$ cat config.mk
export PLATFORM = sky130hd
export DESIGN_NAME = exe_wb_stage
export DESIGN_NICKNAME = d
export VERILOG_FILES = /design/src/rtl/exe_wb_stage.sv
export SDC_FILE = /design/constraint.sdc
export NUM_CORES = 1
export LEC_CHECK = 0
export CORE_MARGIN = 4
export CORE_UTILIZATION = 45
export CTS_BUF_LIST = sky130_fd_sc_hd__clkbuf_8 sky130_fd_sc_hd__clkbuf_16
export CTS_CLUSTER_SIZE = 14
export DETAILED_ROUTE_END_ITERATION = 10
export MAX_ROUTING_LAYER = met4
export PLACE_DENSITY = 0.77
export SLEW_MARGIN = 20
export SYNTH_ARGS = -nofsm -noshare
export SYNTH_HDL_FRONTEND = slang
export SYNTH_SLANG_ARGS = --single-unit
$ cat constraint.sdc
create_clock -name clk -period 2.6 [get_ports clk]
set_input_delay 0.26 -clock clk [delete_from_list [all_inputs] [get_ports clk]]
set_output_delay 0.26 -clock clk [all_outputs]
set_load 0.02 [all_outputs]
$ cat src/rtl/exe_wb_stage.sv
// rtl/exe_wb_stage.sv - execute-to-writeback buffer: CPSR flag commit plus in-order writeback FIFO (optional EXE_WB_FWD_EN forwarding)
module exe_wb_stage #(
    parameter int DATA_W = 32,
    parameter int ADDR_W = 4,
    parameter int DEPTH  = 2
) (
    input  logic                       clk,
    input  logic                       rst_n,
    input  logic                       ex_valid,
    output logic                       ex_ready,
    input  logic [DATA_W:0]            ex_result,
    input  logic [31:0]                ex_cpsr,
    input  logic                       ex_set_flags,
    input  logic [ADDR_W-1:0]          ex_rd,
    input  logic                       ex_rd_we,
    input  logic                       flush,
    output logic                       wb_valid,
    input  logic                       wb_ready,
    output logic [ADDR_W-1:0]          wb_rd,
    output logic [DATA_W-1:0]          wb_data,
    output logic [31:0]                cpsr,
    output logic [$clog2(DEPTH+1)-1:0] count
`ifdef EXE_WB_FWD_EN
    ,
    input  logic [ADDR_W-1:0]          fwd_rs,
    output logic                       fwd_hit,
    output logic [DATA_W-1:0]          fwd_data
`endif
);

    localparam int PTR_W = (DEPTH > 1) ? $clog2(DEPTH) : 1;
    localparam int CNT_W = $clog2(DEPTH + 1);

    logic [ADDR_W-1:0] mem_rd_q   [DEPTH];
    logic [ADDR_W-1:0] mem_rd_d   [DEPTH];
    logic [DATA_W-1:0] mem_data_q [DEPTH];
    logic [DATA_W-1:0] mem_data_d [DEPTH];
    logic [PTR_W-1:0]  wr_ptr_q, wr_ptr_d;
    logic [PTR_W-1:0]  rd_ptr_q, rd_ptr_d;
    logic [CNT_W-1:0]  count_q, count_d;
    logic [3:0]        nzcv_q, nzcv_d;
    logic [ADDR_W-1:0] wb_rd_q, wb_rd_d;
    logic [DATA_W-1:0] wb_data_q, wb_data_d;
    logic              accept, push, pop;

    // Carry-out and the low CPSR bits are never consumed here.
    logic unused_bits;
    assign unused_bits = ^{ex_result[DATA_W], ex_cpsr[27:0]};

    // Handshake and registered outputs; ex_ready depends on occupancy only.
    assign ex_ready = (count_q < CNT_W'(DEPTH));
    assign wb_valid = (count_q != '0);
    assign wb_rd    = wb_rd_q;
    assign wb_data  = wb_data_q;
    assign cpsr     = {nzcv_q, 28'd0};
    assign count    = count_q;
    assign accept   = ex_valid & ex_ready & ~flush;
    assign push     = accept & ex_rd_we;
    assign pop      = wb_valid & wb_ready;

    // Next FIFO state, flag commit and the head entry to present next cycle.
    always_comb begin
        mem_rd_d   = mem_rd_q;
        mem_data_d = mem_data_q;
        wr_ptr_d   = wr_ptr_q;
        rd_ptr_d   = rd_ptr_q;
        count_d    = count_q;
        nzcv_d     = nzcv_q;
        wb_rd_d    = wb_rd_q;
        wb_data_d  = wb_data_q;
        if (accept && ex_set_flags) begin
            nzcv_d = ex_cpsr[31:28];
        end
        if (push) begin
            mem_rd_d[wr_ptr_q]   = ex_rd;
            mem_data_d[wr_ptr_q] = ex_result[DATA_W-1:0];
        end
        if (flush) begin
            wr_ptr_d = '0;
            rd_ptr_d = '0;
            count_d  = '0;
        end else begin
            wr_ptr_d = wr_ptr_q + PTR_W'(push);
            rd_ptr_d = rd_ptr_q + PTR_W'(pop);
            count_d  = count_q + CNT_W'(push) - CNT_W'(pop);
        end
        // Head output registers follow the new head; they hold when the FIFO empties.
        if (count_d != '0) begin
            wb_rd_d   = mem_rd_d[rd_ptr_d];
            wb_data_d = mem_data_d[rd_ptr_d];
        end
    end

    // State register with asynchronous reset.
    always_ff @(posedge clk or negedge rst_n) begin
        if (!rst_n) begin
            for (int i = 0; i < DEPTH; i++) begin
                mem_rd_q[i]   <= '0;
                mem_data_q[i] <= '0;
            end
            wr_ptr_q  <= '0;
            rd_ptr_q  <= '0;
            count_q   <= '0;
            nzcv_q    <= '0;
            wb_rd_q   <= '0;
            wb_data_q <= '0;
        end else begin
            mem_rd_q   <= mem_rd_d;
            mem_data_q <= mem_data_d;
            wr_ptr_q   <= wr_ptr_d;
            rd_ptr_q   <= rd_ptr_d;
            count_q    <= count_d;
            nzcv_q     <= nzcv_d;
            wb_rd_q    <= wb_rd_d;
            wb_data_q  <= wb_data_d;
        end
    end

`ifdef EXE_WB_FWD_EN
    // Search buffered entries oldest to youngest so the youngest match overrides.
    always_comb begin
        logic [PTR_W-1:0] idx;
        fwd_hit  = 1'b0;
        fwd_data = '0;
        idx      = '0;
        for (int i = 0; i < DEPTH; i++) begin
            idx = rd_ptr_q + PTR_W'(i);
            if ((CNT_W'(i) < count_q) && (mem_rd_q[idx] == fwd_rs)) begin
                fwd_hit  = 1'b1;
                fwd_data = mem_data_q[idx];
            end
        end
    end
`endif

endmodule

== After elaboration in Yosys (flattened, before gate mapping) ==
Cells that the tools add are included.
Word-level totals
  register bits after elaboration: 116
  input port bits: 76
  output and inout port bits: 72
  logic and storage cells: 46
Operators by class
  add/subtract/negate cells: 4
  $lt $le $gt $ge: 4
  mux-type cells: 17
  bitwise logic cells: 7
  reduce and logical (&&, ||, !) cells: 4
Operators by type and width (count)
  $mux W32: 4
  $bwmux W64: 1
  $mux W64: 1
  $demux W32 S1: 1
  $mux W4: 4
  $bwmux W8: 1
  $mux W8: 1
  $and A1 B1 Y1: 4
  $demux W4 S1: 1
  $ge A2 B2 Y1 const B: 2
  $not A1 Y2: 2
  $reduce_bool A2 Y1: 2
  $add A1 B1 Y1: 2
  $add A2 B1 Y2: 1
  $logic_and A1 B1 Y1: 2
  $lt A2 B1 Y1 const B: 1
  $lt A2 B2 Y1 const B: 1
  $mux W1: 2
  $mux W2: 1
  $sub A2 B1 Y2: 1
  $not A1 Y1: 1

== Depth between registers and ports, before layout ==
  depth after elaboration: 10
  gate-level depth with buffers: 14
  mapped depth without buffers: 9

== Least setup slack after synthesis ==
No wires, ideal clock.
  path kind: flip-flop to flip-flop
  from: register count_q[1], in the netlist count[1]
  to: register wb_data_q[27], in the netlist wb_data[27]
  setup time: 135 ps
  arrival: 2609 ps
  required time: 2465 ps
  path slack: -143 ps
  cell stages (with the launch flop): 14
  buffers on the path: 5
  period minus slack after synthesis: 2743 ps
  cells stage by stage: dfrtp_1 -> and4bb_4 -> buf_6 -> buf_6 -> buf_4 -> inv_1 -> ha_1 -> inv_1 -> ha_1 -> xor3_1 -> o21bai_1 -> buf_2 -> clkbuf_1 -> o31ai_1
Between the ends
  word-level cells in the longest chain between the ends: 8
  elaborated cells between the ends (all ways): 17
  classes of those cells: 3 x add/sub; 1 x order compare; 6 x mux; 5 x bitwise; 2 x reduce/logical
Ends and longest elaborated chain
  start: declaration: RTL line 40  | logic [CNT_W-1:0] count_q, count_d;
  start signal: assignment: RTL line 112  | count_q <= count_d;
  $lt A2 B2 Y1 / $reduce_bool A2 Y1 (equally long branches): RTL line 51, 52
  $and A1 B1 Y1, on equally long branches: RTL line 57, 59
  $and A1 B1 Y1 / $add A1 B1 Y1 (equally long branches): RTL line 57, 84
  $and A1 B1 Y1 / $mux W1 (equally long branches): RTL line 58, 78
  $add A2 B1 Y2 (tied with other cells): RTL line 85  | count_d = count_q + CNT_W'(push) - CNT_W'(pop);
  $sub A2 B1 Y2 / $mux W32 (equally long branches): RTL line 85, 90
  $mux W2 / $mux W32 (equally long branches): RTL line 78, 90
  $reduce_bool A2 Y1 / $mux W32 (equally long branches): RTL line 88, 90
  end signal: assignment: RTL line 115  | wb_data_q <= wb_data_d;
  end: declaration: RTL line 43  | logic [DATA_W-1:0] wb_data_q, wb_data_d;
Several ways; a longest one is shown, not always the timed one. The select of a mux whose other input is x is not followed.
A chain may end at the register's enable or synchronous reset.

== Worst setup path in the final report ==
  from: register count_q[1], in the netlist count[1]
  to: register wb_data_q[13], in the netlist wb_data[13]
The elaborated chain is that of the path after synthesis.

==> metrics.txt <==
outcome=finished clean; register bit total from synthesis=116; cell area after placement=0.00679 mm²; power density over the cells=1140 mW/mm²; kind of critical path=reg -> reg; Final Critical Period=2.29 ns; filler instances=1,059; count of max-cap constraint violations=0; proportion of register bits with asynchronous set or reset after synthesis=100%; CTS sink cnt=116; end-of-flow core utilization=58.2%; via/cell ratio=5.77; WL/cell=18.4 µm; Boundary Pins=148; Setup crit start kind=flop; top sig layer=met4; cells after synthesis=550; count of TritonRoute iterations in the first routing pass=4; post-cts repair resize count=0; total DRC errors in the routed layout=0; total number of placement rows=41; post-synth top area share=49.7%; share of the synthesized area in compound gates (AO/OA/AOI/OAI)=26.9%; path depth of the worst reg2reg path=6; library cell with the highest instance count after synthesis=sky130_fd_sc_hd__dfrtp_1; violation count after the first detailed-routing iteration=475; detailed route wirelength on metal3=939 µm; final cell count without fillers=805; worst path bufs/invs=2; maximum fanout count along the critical path=75; largest net degree at the start of global routing=79; standard cell with the maximum stage delay on the critical path=sky130_fd_sc_hd__a2111oi_0; Routed Wire Length=14.8 mm; clock tree root driver cell=sky130_fd_sc_hd__clkbuf_16; clock tree from TritonCTS=yes; fraction of synthesized cell area in xor and xnor cells=0.685%; Slew Limit Fails=0; reg-to-reg setup timing slack=0.31 ns; post-synthesis cell type with the largest combined area=sky130_fd_sc_hd__dfrtp_1; Layout Skew=0.00947 ns; delay of the slowest critical-path stage=0.54 ns; Longest Clk Path Bufs=2; level count of the clock H-tree=4; Die ar.=0.0149 mm²; Floorplan Core Area=0.0127 mm²; WP data required=2.89 ns; destination of the worst register-to-register timing path=wb_data[13]$_DFFE_PN0P_; transition time at the pin with the least slew margin=0.963 ns; combinational family with the most area after synthesis=compound AO/OA/AOI/OAI gates; count of flip-flops with a built-in enable after synthesis=0; multiplexer area fraction after synthesis=0.771%; Max transition margin=35.8%; Post-synth top flop=sky130_fd_sc_hd__dfrtp_1; endpoint kind of the worst setup timing path=flop; routed length on met2=7.48 mm; setup repair after global routing missed its margin=no; Die Span Y=122 µm; post-route design area=0.00737 mm²; Critical Path, Cell by Cell=and4bb_4 -> buf_12 -> nand2_2 -> buf_4 -> a2111oi_0 -> o31ai_1; via count=4,644; final setup vio count=0; CP delay by family, top=compound AO/OA/AOI/OAI gates; wire length of the first global-routing pass=23.9 mm; Antenna Nets Post-Route=0; final number of hold-violating endpoints=0; leakage=3.50 nW; x dimension of the die=122 µm; highest ir drop seen on vdd=0.000532 V; overflow left after global routing=0; accumulated negative setup slack=0 ns; RePlAce Congestion=0.742; number of antenna violations at the first check in global routing=0; clock-pin transition on the worst setup and hold timing paths=0.05 ns; final clock period utilization by the worst path=88.1%; n_diodes=0; Cell variety after synth=31; via count of the first global-routing pass=4,807; mean cell area of the mapped netlist=10.6 µm²; starting density of the core=46.1%; placed wire-length estimate after detailed placement=8.80 mm; number of port buffers=90; adder-cell area share of the yosys netlist=0.428%; Worst Hold Class=in -> async; Critical R2R Launch=count[1]$_DFF_PN0_; most instantiated cells after synthesis=sky130_fd_sc_hd__dfrtp_1, sky130_fd_sc_hd__inv_1, sky130_fd_sc_hd__nand2_1; total CTS buffers=17; Yosys warnings=0; fraction of the mapped netlist area in simple logic gates=10.5%; number of nets in the finished design=699; fraction of final layout cells with drive strength greater than 1=11.4%; Tot Pwr=0.00841 W; proportion of synthesized chip area in sequential cells=49.7%; Setup Fix Bufs, Post-CTS=0; number of placed instances with taps included=773; Synth area leaders=sky130_fd_sc_hd__dfrtp_1, sky130_fd_sc_hd__o221a_1, sky130_fd_sc_hd__a21o_1; overall track demand over capacity in global routing=21.2%; max frequency=437 MHz; Synth Cell Area=0.00584 mm²; Worst-Skew Late Latency=0.42 ns; Critical Path Source=count[1]$_DFF_PN0_; data arrival time at the worst-slack endpoint=2.58 ns; wl on met1=6.16 mm; Layout Area Growth over Synthesis=26.2%
## worst reg2reg max path, cell delays in order (launching register included)
cell and delay (ns):
sky130_fd_sc_hd__dfrtp_2 0.44, sky130_fd_sc_hd__and4bb_4 0.34, sky130_fd_sc_hd__buf_12 0.28, sky130_fd_sc_hd__nand2_2 0.13
sky130_fd_sc_hd__buf_4 0.30, sky130_fd_sc_hd__a2111oi_0 0.54, sky130_fd_sc_hd__o31ai_1 0.13
## layout by cell type, fill, tap and decap left out, types with 35 or more instances in the layout
cell type,netlist,layout
sky130_fd_sc_hd__a21o_1,36,36
sky130_fd_sc_hd__dfrtp_1,116,115
sky130_fd_sc_hd__nand2_1,37,36
sky130_fd_sc_hd__and3_1,36,36
sky130_fd_sc_hd__o31ai_1,36,36
sky130_fd_sc_hd__nand3_1,36,36
sky130_fd_sc_hd__clkdlybuf4s50_1,0,88
sky130_fd_sc_hd__inv_1,41,47
sky130_fd_sc_hd__o221a_1,35,35
sky130_fd_sc_hd__o21ai_1,36,36
## layout make-up
class                   instances  area (µm²)  share of cell area (%)
clock buffers                  21         480                    6.52
clock inverters                10        92.6                    1.26
inverters                      41         154                    2.09
multi-input cells             338        2430                    32.9
flip-flops and latches        116        2900                    39.4
well taps                     172         215                    2.92
repair buffers                107        1100                    14.9
## routing by layer
layer  vias to the layer above  track usage [%]
met5                         -                -
met4                         0             9.24
met3                        16             5.25
met2                       173             33.1
met1                      2331             26.3
li1                       2124                -
## worst max path at each step
stage                         endpoint  cells after the start
6_report       wb_data[13]$_DFFE_PN0P_                      6
5_1_grt           wb_rd[1]$_DFFE_PN0P_                      6
4_1_cts         wb_data[2]$_DFFE_PN0P_                     10
3_5_place_dp    wb_data[2]$_DFFE_PN0P_                     11
3_3_place_gp   wb_data[22]$_DFFE_PN0P_                     11
2_1_floorplan  wb_data[13]$_DFFE_PN0P_                     13
## stage by stage
stage	setup slack, ns	hold WS (ns)
2_1_floorplan	0.00299	-0.0356
3_3_place_gp	0.124	0.310
3_5_place_dp	0.0824	0.318
4_1_cts	0.303	0.420
5_1_grt	0.134	0.440
6_report	0.311	0.391
## power by group
group	switching [W]	internal (W)
Clock	0.000777	0.00148
Combinational	0.00171	0.00155
Sequential	0.000378	0.00252
Total	0.00286	0.00555
## sequential cells by signal (all words and copies together) (netlist names)
register	count
count	2
wb_data	32
mem_rd_q	8
mem_data_q	64
rd_ptr_q	1
wb_rd	4
wr_ptr_q	1
nzcv_q	4
## timing repair
item                       4_1_cts  5_1_grt
setup endpoints to repair        0        0
hold endpoints to repair        44        0
hold buffers                     1        0
## kinds of logic (layout without fill, tap and decap cells)
group | after synthesis | after routing
AOI/OAI and AO/OA | 182 | 182
buffers and inverters | 123 | 179
and+or+nand+nor | 120 | 120
DFF | 116 | 116
muxes | 4 | 4
adders and majority gates | 2 | 2
xor gates and xnor gates | 2 | 2
other | 1 | 28
No activity file was read; power rests on OpenSTA's default activity.
